<file path="src/rtl/router_pkg.sv">
// Shared types and sizing helpers for the router output schedulers.
package router_pkg;

    typedef enum logic {
        IDLE   = 1'b0,
        LOCKED = 1'b1
    } state_t;

    function automatic int port_w(input int n);
        return (n > 1) ? $clog2(n) : 1;
    endfunction

    function automatic int cnt_w(input int max_beats);
        return $clog2(max_beats + 1);
    endfunction

    localparam int NUM_PORTS_DEF = 4;
    localparam int MAX_BEATS_DEF = 16;
    localparam int PORT_W        = port_w(NUM_PORTS_DEF);
    localparam int CNT_W         = cnt_w(MAX_BEATS_DEF);

endpackage

</file>
<file path="src/rtl/router_rr_pick.sv">
// Combinational round-robin pick: first set request at or after the pointer, wrapping.
module router_rr_pick
    import router_pkg::*;
#(
    parameter int NUM_PORTS = 4,
    localparam int PW = port_w(NUM_PORTS)
) (
    input  logic [NUM_PORTS-1:0] req_i,
    input  logic [PW-1:0]        ptr_i,
    output logic [NUM_PORTS-1:0] winner_o,
    output logic                 any_o
);

    logic [PW-1:0] idx;

    // Scan from the farthest offset down so the closest request to the pointer wins.
    always_comb begin
        // NOTE: every always_comb output gets a default first, so no path can infer a latch.
        winner_o = '0;
        idx      = '0;
        for (int off = NUM_PORTS - 1; off >= 0; off--) begin
            idx = PW'((int'(ptr_i) + off) % NUM_PORTS);
            if (req_i[idx]) begin
                winner_o      = '0;
                winner_o[idx] = 1'b1;
            end
        end
    end

    assign any_o = |req_i;

endmodule

</file>
<file path="src/rtl/router_pkt_scheduler.sv">
// Packet-locked round-robin scheduler sharing one registered output link among NUM_PORTS requesters.
module router_pkt_scheduler
    import router_pkg::*;
#(
    parameter int DATA_WIDTH = 32,
    parameter int NUM_PORTS  = 4,
    parameter int MAX_BEATS  = 16
) (
    input  logic                            clk,
    input  logic                            reset,
    input  logic [NUM_PORTS*DATA_WIDTH-1:0] req_data,
    input  logic [NUM_PORTS-1:0]            req_valid,
    input  logic [NUM_PORTS-1:0]            req_last,
    output logic [NUM_PORTS-1:0]            req_ready,
    output logic [DATA_WIDTH-1:0]           out_data,
    output logic                            out_valid,
    output logic                            out_last,
    input  logic                            out_ready,
    output logic [NUM_PORTS-1:0]            grant,
    output logic                            busy,
    output logic                            overrun_err
);

    localparam int PW = port_w(NUM_PORTS);
    localparam int CW = cnt_w(MAX_BEATS);
    localparam logic [CW-1:0] LAST_CNT = CW'(MAX_BEATS - 1);

    state_t                 state_q;
    logic [PW-1:0]          rr_q, rr_d;
    logic [CW-1:0]          cnt_q;
    logic [NUM_PORTS-1:0]   grant_q;
    logic                   busy_q, overrun_q;
    logic [DATA_WIDTH-1:0]  out_data_q;
    logic                   out_valid_q, out_last_q;

    logic [NUM_PORTS-1:0]   pick;
    logic                   any_req;
    logic [DATA_WIDTH-1:0]  own_data;
    logic [PW-1:0]          own_idx;
    logic                   xfer, own_last, forced, pkt_end;

    router_rr_pick #(.NUM_PORTS(NUM_PORTS)) u_pick (
        .req_i    (req_valid),
        .ptr_i    (rr_q),
        .winner_o (pick),
        .any_o    (any_req)
    );

    always_comb begin
        own_data = '0;
        own_idx  = '0;
        for (int i = 0; i < NUM_PORTS; i++) begin
            if (grant_q[i]) begin
                own_data = req_data[i*DATA_WIDTH +: DATA_WIDTH];
                own_idx  = PW'(i);
            end
        end
    end

    // grant_q is zero in IDLE, so ready stays low there without extra gating.
    assign req_ready = (state_q == LOCKED && (!out_valid_q || out_ready)) ? grant_q : '0;
    assign xfer      = |(req_valid & req_ready);
    assign own_last  = |(req_last & grant_q);
    assign forced    = !own_last && (cnt_q == LAST_CNT);
    assign pkt_end   = xfer && (own_last || forced);
    assign rr_d      = (own_idx == PW'(NUM_PORTS - 1)) ? '0 : own_idx + 1'b1;

    // NOTE: sequential state uses non-blocking assignments only, so every register samples pre-edge values.
    always_ff @(posedge clk) begin
        if (reset) begin
            state_q     <= IDLE;
            rr_q        <= '0;
            cnt_q       <= '0;
            grant_q     <= '0;
            busy_q      <= 1'b0;
            overrun_q   <= 1'b0;
            out_data_q  <= '0;
            out_valid_q <= 1'b0;
            out_last_q  <= 1'b0;
        end else begin
            overrun_q <= 1'b0;
            if (xfer) begin
                out_data_q  <= own_data;
                out_valid_q <= 1'b1;
                out_last_q  <= own_last || forced;
            end else if (out_ready) begin
                out_valid_q <= 1'b0;
            end

            case (state_q)
                IDLE: begin
                    if (any_req) begin
                        grant_q <= pick;
                        busy_q  <= 1'b1;
                        cnt_q   <= '0;
                        state_q <= LOCKED;
                    end
                end
                LOCKED: begin
                    if (xfer) begin
                        cnt_q <= cnt_q + 1'b1;
                        if (pkt_end) begin
                            state_q   <= IDLE;
                            grant_q   <= '0;
                            busy_q    <= 1'b0;
                            rr_q      <= rr_d;
                            overrun_q <= forced;
                        end
                    end
                end
                default: state_q <= IDLE;
            endcase
        end
    end

    assign out_data    = out_data_q;
    assign out_valid   = out_valid_q;
    assign out_last    = out_last_q;
    assign grant       = grant_q;
    assign busy        = busy_q;
    assign overrun_err = overrun_q;

endmodule

</file>
<file path="config.mk">
export PLATFORM = sky130hd
export DESIGN_NAME = router_pkt_scheduler
export DESIGN_NICKNAME = d
export VERILOG_FILES = /design/src/rtl/router_pkg.sv /design/src/rtl/router_rr_pick.sv /design/src/rtl/router_pkt_scheduler.sv
export SDC_FILE = /design/constraint.sdc
export NUM_CORES = 1
export LEC_CHECK = 0
export BUFFER_PORTS_ARGS = -buffer_cell sky130_fd_sc_hd__buf_2
export CORE_ASPECT_RATIO = 1.4
export CORE_MARGIN = 5
export CORE_UTILIZATION = 44
export DETAILED_ROUTE_END_ITERATION = 8
export GPL_ROUTABILITY_DRIVEN = 0
export PLACE_DENSITY = 0.93
export SLEW_MARGIN = 20
export SYNTH_ARGS = -nofsm -noshare
export SYNTH_HDL_FRONTEND = slang
export SYNTH_SLANG_ARGS = --single-unit
</file>
<file path="constraint.sdc">
create_clock -name clk -period 2.9 [get_ports clk]
set_input_delay 0.58 -clock clk [delete_from_list [all_inputs] [get_ports clk]]
set_output_delay 0.58 -clock clk [all_outputs]
set_load 0.01 [all_outputs]
</file>
==> results.txt <==
Outcome = complete, no violations
R2R Setup Slk = 0.44 ns
Max H-tree Level = 2
Port Buffers = 182
Total GRT Usage = 0.232
FF-to-FF path depth = 7
Core footprint = 6570 um^2
Hold Fails Final Rpt = 0
Multi-input combinational cell area = 1820 um^2
Syn. warnings = 0
Worst path slowest cell = dfxtp_1
Worst path cell trace = inv_1, ha_1, mux2_2, nand2_1, o311ai_0, a22oi_1, a211oi_1
Register area = 962 um^2
CTS clk-pin slew, worst paths = 0.09 ns
CTS Buffer Depth = 2
IO Pins = 183
Initial core utilization = 0.452
Power per cell area = 437 nW/um^2
Worst stage delay on the critical path = 0.70 ns
Die Footprint = 8520 um^2
Antenna violations before repair = 1
Crit path to = grant[2]
Syn_nets = 537
Routed vias/inst = 5.88
Worst Skew = 0.00734 ns
Nets = 697
Yosys reg bits = 48
Min-delay worst type = flop to flop
Layout area overhead = 35.1%
Number of global-route vias before repair = 3594
Worst-Margin Slew = 0.700 ns
Antenna Nets Post-Route = 0
Top cells by area, synth = dfxtp_1, a221oi_1, nor2_1
Max Slew Vio Count = 0
CP startpoint = rr_q[0]
CTS Buf Count = 5
Min cycle time layout = 2.46 ns
P_leak = 1.79 nW
FP Rows = 35
Sum Neg Setup Slack = 0 ns
CP required = 3.11 ns
Post-synth design cell area = 2970 um^2
Fmax = 406 MHz
Crit-path max FO = 17
CTS tree = yes
Postcts setup bufs = 0
First-pass GRT wire length = 16.1 mm
Total wire length = 10.3 mm
Critical path class = flop to flop
Leading area contributor after synthesis = dfxtp_1
Max-slew headroom = 0.534
Endpoints failing setup = 0
RR Startpoint = rr_q[0]
Worst-Skew Late Latency = 0.30 ns
VDD IR max = 0.270 mV
Distinct cells, synth = 35
Layout filler cell count = 587
WHS = 0.474 ns
CTS sink cnt = 48
DP Wirelength = 7.81 mm
Post-cts resize count = 0
Overflow left after global routing = 0
Register area share after synthesis = 0.324
Mean post-synth cell area = 7.66 um^2
Hold buffer count at cts = 0
Yosys top cell area share = 0.324
Startpoint types = flop
Crit path DAT = 2.67 ns
Max-cap violations = 0
Clock Tree Root = clkbuf_8
Number of DRC markers in iteration 0 = 211
Syn Inst Count = 388
Final worst path period share = 0.848
DRT Pass-1 Iters = 4
Largest net degree at the start of global routing = 71
RSZ-0062 raised after global routing = false
WL/cell = 16.5 um
Crit end category = flop
Drt drc = 0
Via count = 3665
Die Ht = 107 um
R2r endpoint = grant[2]
Layout cell share with drive strength beyond 1 = 0.381
Chip Width = 79.4 um
Antenna diode count = 0
-- cell usage after synthesis, drive strengths merged --
master,count
mux2,2
a31oi,1
a211o,1
a41oi,1
nor4b,1
a221oi,33
nand2,8
nand3,6
and3,5
or3,1
buf,7
nand3b,1
o311ai,4
clkbuf,31
mux4,3
or2,1
a22oi,5
nor2,72
a21oi,49
nand4,4
a211oi,34
ha,10
nor4,1
nor3,32
nor2b,3
inv,11
mux2i,3
nand2b,4
dfxtp,48
o21ai,2
and2,1
a32oi,3
-- power breakdown --
part | switching, W | internal (W) | total (W)
combinational | 0.000296 | 0.000233 | 0.000529
sequential | 0.0000290 | 0.000706 | 0.000735
clock | 0.000231 | 0.000260 | 0.000491
total | 0.000556 | 0.00120 | 0.00175
-- worst max-delay path: cells and delay by family, from the launching register on --
family / cells / cell delay, ns
flops: 1 / 0.70
simple gates: 1 / 0.11
compound gates: 3 / 0.72
fa+ha+maj: 1 / 0.39
buf+inv: 1 / 0.20
mux: 1 / 0.24
-- registers in the layout, indices dropped and copies added, names as in the netlist --
name,cells
out_valid,1
out_data,32
state_q,1
cnt_q,5
out_last,1
rr_q,2
grant,4
overrun_err,1
busy,1
-- cells by family after synthesis --
kind of cell,Yosys count,synth area share
mux,8,0.0404
simple gates,140,0.213
compound gates,133,0.318
flops,48,0.324
buf+inv,49,0.0636
fa+ha+maj,10,0.0421
-- area by class of cell --
class                           count  area share
Tap cell                           74      0.0231
Clock buffer                        5      0.0171
Clock inverter                      3      0.0115
Multi-Input combinational cell    291       0.454
Timing Repair Buffer              191       0.244
Sequential cell                    48       0.240
Inverter                           11      0.0103
-- how the worst min path moves through the flow --
| stage | slack, ns | cells past startpoint | from | end |
|---|---|---|---|---|
| floorplan | 0.43 | 1 | cnt_q[3] | cnt_q[3] |
| global placement | 0.45 | 1 | cnt_q[3] | cnt_q[3] |
| detailed placement | 0.45 | 2 | out_last | out_last |
| CTS | 0.47 | 2 | out_last | out_last |
| global route | 0.51 | 1 | cnt_q[3] | cnt_q[3] |
| finish | 0.47 | 2 | out_last | out_last |
-- cells in the final DEF, fill, tap and decap left out, drive strengths merged, types with 4 or more instances in the layout --
cell type,instances
and3,5
dfxtp,48
nand2,8
a21oi,49
nand3,6
a211oi,34
clkbuf,5
ha,10
a221oi,33
buf,191
nor3,32
a22oi,5
nand2b,4
nand4,4
o311ai,4
inv,12
nor2,72
-- routing by layer --
| metal | vias up | global-route usage | part of all wire |
|---|---|---|---|
| li1 | 1781 | - | - |
| met1 | 1662 | 0.246 | 0.37 |
| met2 | 188 | 0.422 | 0.52 |
| met3 | 32 | 0.0555 | 0.085 |
| met4 | 2 | 0.106 | 0.028 |
| met5 | - | 0 | 0.0020 |
-- through the flow --
stage | setup WS (ns) | util | total power [W] | cells | area (um^2)
2_1_floorplan | 0.705 | - | 0.00106 | 388 | 2970
3_3_place_gp | 0.648 | 0.593 | 0.00126 | 615 | 3900
3_5_place_dp | 0.482 | 0.593 | 0.00128 | 615 | 3900
4_1_cts | 0.473 | 0.611 | 0.00177 | 623 | 4010
5_1_grt | 0.235 | 0.611 | 0.00186 | 623 | 4010
6_report | 0.440 | 0.611 | 0.00175 | 623 | 4010
Note: power is estimated with default switching activity, not from simulation.
